--- src/rtl/stream_ser_pkg.sv ---
// Shared types and helpers for the stream serializer.
//   state_e   : serializer control states (IDLE, SHIFT)
//   clamp_len : maps a requested element count onto the last element index
package stream_ser_pkg;

    typedef enum logic [0:0] {
        IDLE  = 1'b0,
        SHIFT = 1'b1
    } state_e;

    // Counts of 0 or above the vector capacity mean "whole vector".
    // The result is the last index (count - 1); callers narrow it to their
    // counter width, which always holds features - 1.
    function automatic int unsigned clamp_len(input int unsigned num_elems,
                                              input int unsigned features);
        if ((num_elems == 0) || (num_elems > features)) begin
            return features - 1;
        end
        return num_elems - 1;
    endfunction

endpackage

--- src/rtl/stream_serializer.sv ---
// Parallel-to-serial converter with valid/ready handshakes on both sides.
// Captures a FEATURES x ELEMENT_BITS vector and emits 1..FEATURES elements,
// lowest element first (MSB_FIRST=0) or highest requested element first
// (MSB_FIRST=1). A new vector may be accepted on the same cycle as the final
// element handshake, so back-to-back vectors stream without a bubble.
//
// Ports:
//   clk              : clock, rising edge
//   reset_n          : synchronous active-low reset
//   in_valid         : parallel_data_in / num_elems are valid
//   in_ready         : a vector can be accepted this cycle
//   parallel_data_in : element i at [i*ELEMENT_BITS +: ELEMENT_BITS]
//   num_elems        : elements to emit (0 or >FEATURES means FEATURES)
//   out_valid        : serial_data_out holds a valid element
//   out_ready        : downstream accepts the element
//   serial_data_out  : current element (0 while idle)
//   out_last         : current element is the final one of its vector
//   busy             : a vector is held
//   done             : one-cycle pulse after the final element handshake
module stream_serializer
    import stream_ser_pkg::*;
#(
    parameter int unsigned ELEMENT_BITS = 8,
    parameter int unsigned FEATURES     = 4,
    parameter bit          MSB_FIRST    = 1'b0,
    parameter int unsigned CNT_BITS     = $clog2(FEATURES)
) (
    input  logic                             clk,
    input  logic                             reset_n,
    input  logic                             in_valid,
    output logic                             in_ready,
    input  logic [FEATURES*ELEMENT_BITS-1:0] parallel_data_in,
    input  logic [CNT_BITS:0]                num_elems,
    output logic                             out_valid,
    input  logic                             out_ready,
    output logic [ELEMENT_BITS-1:0]          serial_data_out,
    output logic                             out_last,
    output logic                             busy,
    output logic                             done
);

    localparam int unsigned VEC_BITS = FEATURES * ELEMENT_BITS;

    state_e                  state_q, state_d;
    logic [VEC_BITS-1:0]     hold_q, hold_d;
    logic [CNT_BITS-1:0]     len_q, len_d;
    logic [CNT_BITS-1:0]     idx_q, idx_d;
    logic                    done_q, done_d;

    logic [CNT_BITS-1:0]     cap_len;
    logic [CNT_BITS-1:0]     term_idx;
    logic [ELEMENT_BITS-1:0] elem;
    logic                    out_fire;
    logic                    in_fire;

    // Last index of the incoming vector, clamped once at capture.
    assign cap_len  = CNT_BITS'(clamp_len(32'(num_elems), FEATURES));

    // Index of the element that closes the vector.
    assign term_idx = MSB_FIRST ? '0 : len_q;

    // Element select from the holding register.
    always_comb begin
        elem = '0;
        for (int i = 0; i < int'(FEATURES); i++) begin
            if (idx_q == CNT_BITS'(i)) begin
                elem = hold_q[i*ELEMENT_BITS +: ELEMENT_BITS];
            end
        end
    end

    // Outputs depend only on registers and out_ready.
    assign out_valid       = (state_q == SHIFT);
    assign busy            = out_valid;
    assign out_last        = out_valid && (idx_q == term_idx);
    assign serial_data_out = out_valid ? elem : '0;
    assign out_fire        = out_valid && out_ready;
    assign in_ready        = (state_q == IDLE) || (out_fire && out_last);
    assign in_fire         = in_valid && in_ready;
    assign done            = done_q;

    // Next-state logic.
    always_comb begin
        state_d = state_q;
        hold_d  = hold_q;
        len_d   = len_q;
        idx_d   = idx_q;
        done_d  = 1'b0;

        case (state_q)
            IDLE: begin
                // Capture handled below.
            end
            SHIFT: begin
                if (out_fire) begin
                    if (out_last) begin
                        done_d  = 1'b1;
                        state_d = IDLE;
                    end else if (MSB_FIRST) begin
                        idx_d = idx_q - CNT_BITS'(1);
                    end else begin
                        idx_d = idx_q + CNT_BITS'(1);
                    end
                end
            end
            default: begin
                state_d = IDLE;
            end
        endcase

        // Acceptance in IDLE or on the final handshake; the latter keeps
        // SHIFT so the next vector follows without a gap.
        if (in_fire) begin
            hold_d  = parallel_data_in;
            len_d   = cap_len;
            idx_d   = MSB_FIRST ? cap_len : '0;
            state_d = SHIFT;
        end
    end

    // State and datapath registers.
    always_ff @(posedge clk) begin
        if (!reset_n) begin
            state_q <= IDLE;
            hold_q  <= '0;
            len_q   <= '0;
            idx_q   <= '0;
            done_q  <= 1'b0;
        end else begin
            state_q <= state_d;
            hold_q  <= hold_d;
            len_q   <= len_d;
            idx_q   <= idx_d;
            done_q  <= done_d;
        end
    end

endmodule

--- config.mk ---
export PLATFORM = sky130hd
export DESIGN_NAME = stream_serializer
export DESIGN_NICKNAME = d
export VERILOG_FILES = /design/src/rtl/stream_ser_pkg.sv /design/src/rtl/stream_serializer.sv
export SDC_FILE = /design/constraint.sdc
export NUM_CORES = 1
export LEC_CHECK = 0
export CORE_UTILIZATION = 43
export DETAILED_ROUTE_END_ITERATION = 16
export PLACE_DENSITY = 0.8
export SLEW_MARGIN = 15
export SYNTH_ARGS = -nofsm -noshare
export SYNTH_HDL_FRONTEND = slang
export SYNTH_SLANG_ARGS = --single-unit
--- constraint.sdc ---
create_clock -name clk -period 1.85 [get_ports clk]
set_input_delay 0.555 -clock clk [delete_from_list [all_inputs] [get_ports clk]]
set_output_delay 0.555 -clock clk [all_outputs]
set_load 0.01 [all_outputs]
== Word-level counts from Yosys, hierarchy flattened ==
Index checks and enable logic that the tools add are counted.

* Bits in registers: 38
* Bits in latches: 0
* RAM bits: 0
* Bits in read-only memories: 0
* Logic and storage cells: 39
* Memories kept: 0

* Add/sub/neg operators: 2
* Multiply operators: 0
* Div/mod/pow operators: 0
* Magnitude comparators: 1
* Equal/unequal tests: 4
* Shift-type cells: 0
* Muxes and demuxes: 13
* Bitwise operators: 3
* Reductions and logical operators: 11

{| class="wikitable"
|+ Operators with widths
! kind !! number
|-
| 8-bit 2-to-1 mux || 5
|-
| 1-bit 2-to-1 mux || 6
|-
| 3-bit AND reduction || 2
|-
| 2-bit equality test, second input constant || 2
|-
| 1-bit logical AND || 4
|-
| 2-bit 2-to-1 mux || 2
|-
| 3-bit > comparator, second input constant || 1
|-
| 3-bit logical NOT || 1
|-
| 1-bit NOT || 3
|-
| 2-bit by 1-bit adder with 2-bit output, second input constant || 1
|-
| 2-bit by 1-bit equality test with 1-bit output, second input constant || 1
|-
| 2-bit equality test || 1
|-
| 2-bit logical NOT || 1
|-
| 1-bit logical OR || 2
|-
| 2-bit OR reduction || 1
|-
| 2-bit by 1-bit subtractor with 2-bit output, second input constant || 1
|}

== Longest topological paths before layout ==
Gate-level depths: netlist of the first run.

* Depth after elaboration: 6
* Depth in mapped cells: 7
* Gate-level depth less buffers: 6

== Worst setup path before layout of the first run ==
Ideal clock, no wire load.

* Path type: flip-flop to output port
* Start point: reg idx_q[0]
* End point: out serial_data_out[3]
* Arrival time: 1.486 ns
* Slack: -0.191 ns
* Stages on the path, launching flop included: 7
* Path buffers: 1
* Path through: dfxtp_1 ha_1 clkbuf_1 nand2_1 o21ai_0 mux2i_1 o21ai_0

* Longest elaborated chain between the ends: 6

{| class="wikitable"
|+ RTL lines
! element !! line !! RTL
|-
| from (decl) || stream_serializer.sv:47 || <nowiki>logic [CNT_BITS-1:0] idx_q, idx_d;</nowiki>
|-
| from (signal assigned) || stream_serializer.sv:133 || <nowiki>idx_q <= idx_d;</nowiki>
|-
| 2-bit logical NOT || stream_serializer.sv:66 || <nowiki>if (idx_q == CNT_BITS'(i)) begin</nowiki>
|-
| 8-bit 2-to-1 mux (3 in a row) || stream_serializer.sv:66 ||
|-
| 8-bit 2-to-1 mux (*) || stream_serializer.sv:66 ||
|-
| 8-bit 2-to-1 mux (*) || stream_serializer.sv:76 || <nowiki>assign serial_data_out = out_valid ? elem : '0;</nowiki>
|-
| to (decl) || stream_serializer.sv:36 || <nowiki>output logic [ELEMENT_BITS-1:0] serial_data_out,</nowiki>
|}

Every way passes the cells marked *; elsewhere a longest branch is shown, timed or not.

== Worst setup path in the final report of the first run ==
* Start point: reg idx_q[1]
* End point: out serial_data_out[6]

The elaborated chain is that of the path after synthesis.

==> impl_metrics.env, run 1 <==
export IMPL_netlist_top_cells_area="dfxtp_1 (41%), nand3_1 (20%), nand2_1 (11%)"
export IMPL_p_sw_mw=0.5189
export IMPL_clk_pin_slew_worst_paths_ns=0.07
export IMPL_vdd_drop_max_mv=0.5086
export IMPL_dr_pass1_iters=4
export IMPL_slew_headroom_pct=76.30
export IMPL_yosysUniqueCellTypes=22
export IMPL_violations="negative setup slack"
export IMPL_ios=52
export IMPL_grt_ovfl_total=0
export IMPL_yosysTopAreaCellShare_pct=40.89
export IMPL_cpMaxStageDelayCell="dfxtp_2"
export IMPL_required_ns=1.29
export IMPL_synthTopCellsByCount="nand3_1 (75), nand2_1 (53), dfxtp_1 (38)"
export IMPL_synth_fp_nets=285
export IMPL_clockBufferDepth=2
export IMPL_worstReg2RegEnd="hold_q[29]"
export IMPL_finClkSkew_ns=0.003115
export IMPL_status="finished, violations left"
export IMPL_synth_cells=241
export IMPL_p_int_mw=1.384
export IMPL_ant_nets=0
export IMPL_area_delta_synth_final_pct=44.65
export IMPL_dp_hpwl_um=3219
export IMPL_drive_gt1_share_pct=22.30
export IMPL_grt_first_pass_wirelength_um=7320
export IMPL_power_density_nw_per_um2=706.9
export IMPL_seqPwrFrac_pct=49.1
export IMPL_p_leak_nw=1.166
export IMPL_crit_buf_inv=3
export IMPL_min_path_type="reg2reg"
export IMPL_io_buffer_count=51
export IMPL_synth_edf_count=0
export IMPL_start_util_pct=45.53
export IMPL_hold_depth=2
export IMPL_cts_sinks=38
export IMPL_maxCapViolations=0
export IMPL_clock_latency_ns=0.29
export IMPL_antenna_found_initial=0
export IMPL_path_cells="inv_4, ha_4, buf_6, nand2_2, o21ai_2, mux2i_1, o21ai_2, buf_2"
export IMPL_yosys_most_used_dff="dfxtp_1"
export IMPL_clkPwrFrac_pct=29.0
export IMPL_fin_nets=341
export IMPL_place_area_um2=2480
export IMPL_gr_usage_all_layers_pct=21.72
export IMPL_drt_iter0_drc=105
export IMPL_slew_violations=0
export IMPL_hp_start="hold_q[20]"
export IMPL_nFillCells=343
export IMPL_finalHoldViolations=0
export IMPL_ys_warnings_count=0
export IMPL_holdBufCountCts=0
export IMPL_period_share_pct=112.6
export IMPL_fin_area_um2=2691
export IMPL_core_rowCount=23
export IMPL_die_area_um2=4594
export IMPL_wirelength_um=5078
export IMPL_vias_per_cell=5.480
export IMPL_avgSynthCellArea_um2=7.720
export IMPL_wl_per_cell_um=14.68
export IMPL_switching_share_pct=27.28
export IMPL_core_um2=4086
export IMPL_num_antenna_cells=0
export IMPL_end_kind="primary output"
export IMPL_p_total_mw=1.902
export IMPL_setup_viol=8
export IMPL_grt_max_degree=47
export IMPL_drc=0
export IMPL_gp_congestion=0.8004
export IMPL_fin_crit_ns=2.084
export IMPL_critPathMaxFanout=5
export IMPL_hold_end="hold_q[20]"
export IMPL_num_vias=1896
export IMPL_ys_ff_latch=38
export IMPL_reg2reg_depth=7
export IMPL_cts_made_buffers=5
export IMPL_die_width_um=67.78
export IMPL_rsz0062_at_grt="yes"
export IMPL_critPathLaunchType="flop"
export IMPL_clock_fmax_mhz=480.0
export IMPL_cts_tree="yes"
export IMPL_synth_top_cell_by_area="dfxtp_1"
export IMPL_power_frac_comb_pct=21.9
export IMPL_critical_path_max_stage_delay_ns=0.36
export IMPL_synthArstFlopShare_pct=0
export IMPL_r2r_start="idx_q[1]"
export IMPL_ys_seq_area_share_pct=40.89
export IMPL_htreeDepth=2
export IMPL_worstPathArrival_ns=1.53
export IMPL_cpMostUsedCell="o21ai_2"
export IMPL_rrSetupSlack_ns=0.16
export IMPL_die_h_um=67.78
export IMPL_critical_path_class="reg2out"
export IMPL_synth_most_common_cell="nand3_1"
export IMPL_tightest_slew_ns=0.3543
export IMPL_grt_pass1_vias=1679
export IMPL_root_buffer="clkbuf_8"
export IMPL_preCtsSetupSlack_ns=-0.4556
export IMPL_crit_family="flip-flops"
export IMPL_postLayoutSetupSlackWorst_ns=-0.2335
export IMPL_synth_cell_area_um2=1861
## cell families (layout without fill, tap and decap cells)
group / Yosys count / count (layout) / synth area share (%)
xor+xnor: 6 / 6 / 3.228
compound gates: 23 / 23 / 7.532
mux: 9 / 9 / 4.842
flops: 38 / 38 / 40.89
buf+inv: 25 / 80 / 7.330
fa+ha+maj: 5 / 5 / 3.362
simple gates: 135 / 135 / 32.82
## stage by stage
step                std cells  util [%]  TNS, ns  hold slack [ns]
detailed placement        337     60.69   -9.273           0.4492
CTS                       343     64.21   -1.287           0.4587
global placement          337     60.69   -7.688           0.4414
finish                    346     65.86   -1.725           0.4598
global route              346     65.86   -2.389           0.4691
floorplan                 241         -        0           0.4337
## cell usage in the layout, fill, tap and decap left out, types with 3 or more instances in the layout
master,n
nand3_1,74
nand2_1,50
clkdlybuf4s50_1,37
dfxtp_1,35
buf_2,11
o21ai_2,10
buf_4,10
mux2i_1,7
o21ai_1,6
clkbuf_8,6
buf_6,6
ha_4,4
nand2_2,3
nor2_1,3
dlygate4sd2_1,3
buf_12,3
## power groups by stage
stage	logic, mW	registers, mW	clock network [mW]
finish	0.417	0.934	0.552
global route	0.453	0.937	0.593
CTS	0.398	0.927	0.560
detailed placement	0.390	0.941	0
global placement	0.382	0.939	0
floorplan	0.213	0.933	0
## flip-flops by register name (all words and copies together) (netlist names)
| signal | cells |
|---|---|
| len_q | 2 |
| busy | 1 |
| idx_q | 2 |
| done | 1 |
| hold_q | 32 |
## routing by layer
metal / part of all wire (%) / GRT usage, % / up-vias
li1: - / - / 929
met1: 41 / 24.05 / 870
met2: 50 / 37.87 / 82
met3: 6.4 / 6.419 / 15
met4: 2.4 / 9.896 / 0
met5: 0 / 0 / -
## worst reg2reg max path: stages (launching register included)
cell and delay, ns:
dfxtp_2 0.34, buf_6 0.14, buf_4 0.13, xor2_1 0.32, o31a_1 0.31, buf_12 0.20, nand3_1 0.10, nand2_1 0.09
## how the worst max path moves through the flow
stage	startpoint	slack, ns	cells after the start	end
after floorplan	idx_q[1]	0.01	6	serial_data_out[4]
after global placement	out_ready	-0.42	4	in_ready
after detailed placement	idx_q[1]	-0.46	7	serial_data_out[6]
after CTS	idx_q[0]	-0.18	7	serial_data_out[7]
after global routing	idx_q[1]	-0.32	8	serial_data_out[6]
final	idx_q[1]	-0.23	8	serial_data_out[6]
## repair_timing
item | in CTS | in global routing
pin swaps | 7 | 11
endpoints found under the setup margin | 12 | 10
buffers inserted | 1 | 3
gates resized for setup | 76 | 21
gates cloned | 0 | 0
## area by class of cell
class	instances	area (um2)	share of cell area (%)
clock buffers	6	82.58	3.068
flip-flops and latches	38	767.0	28.50
inverters	4	20.02	0.7438
repair buffers	70	654.4	24.31
well taps	50	62.56	2.325
multi-input cells	178	1105	41.05
Note: power is estimated with default switching activity, not from simulation.
==> run 2: changes to the inputs <==
--- a/config.mk
+++ b/config.mk
@@ -7,6 +7,7 @@
 export LEC_CHECK = 0
 export CORE_UTILIZATION = 43
 export DETAILED_ROUTE_END_ITERATION = 16
+export HOLD_SLACK_MARGIN = 0.03
 export PLACE_DENSITY = 0.8
 export SLEW_MARGIN = 15
 export SYNTH_ARGS = -nofsm -noshare
==> results of run 2 <==
No change in the layout: final DEF, timing and power equal those of run 1.
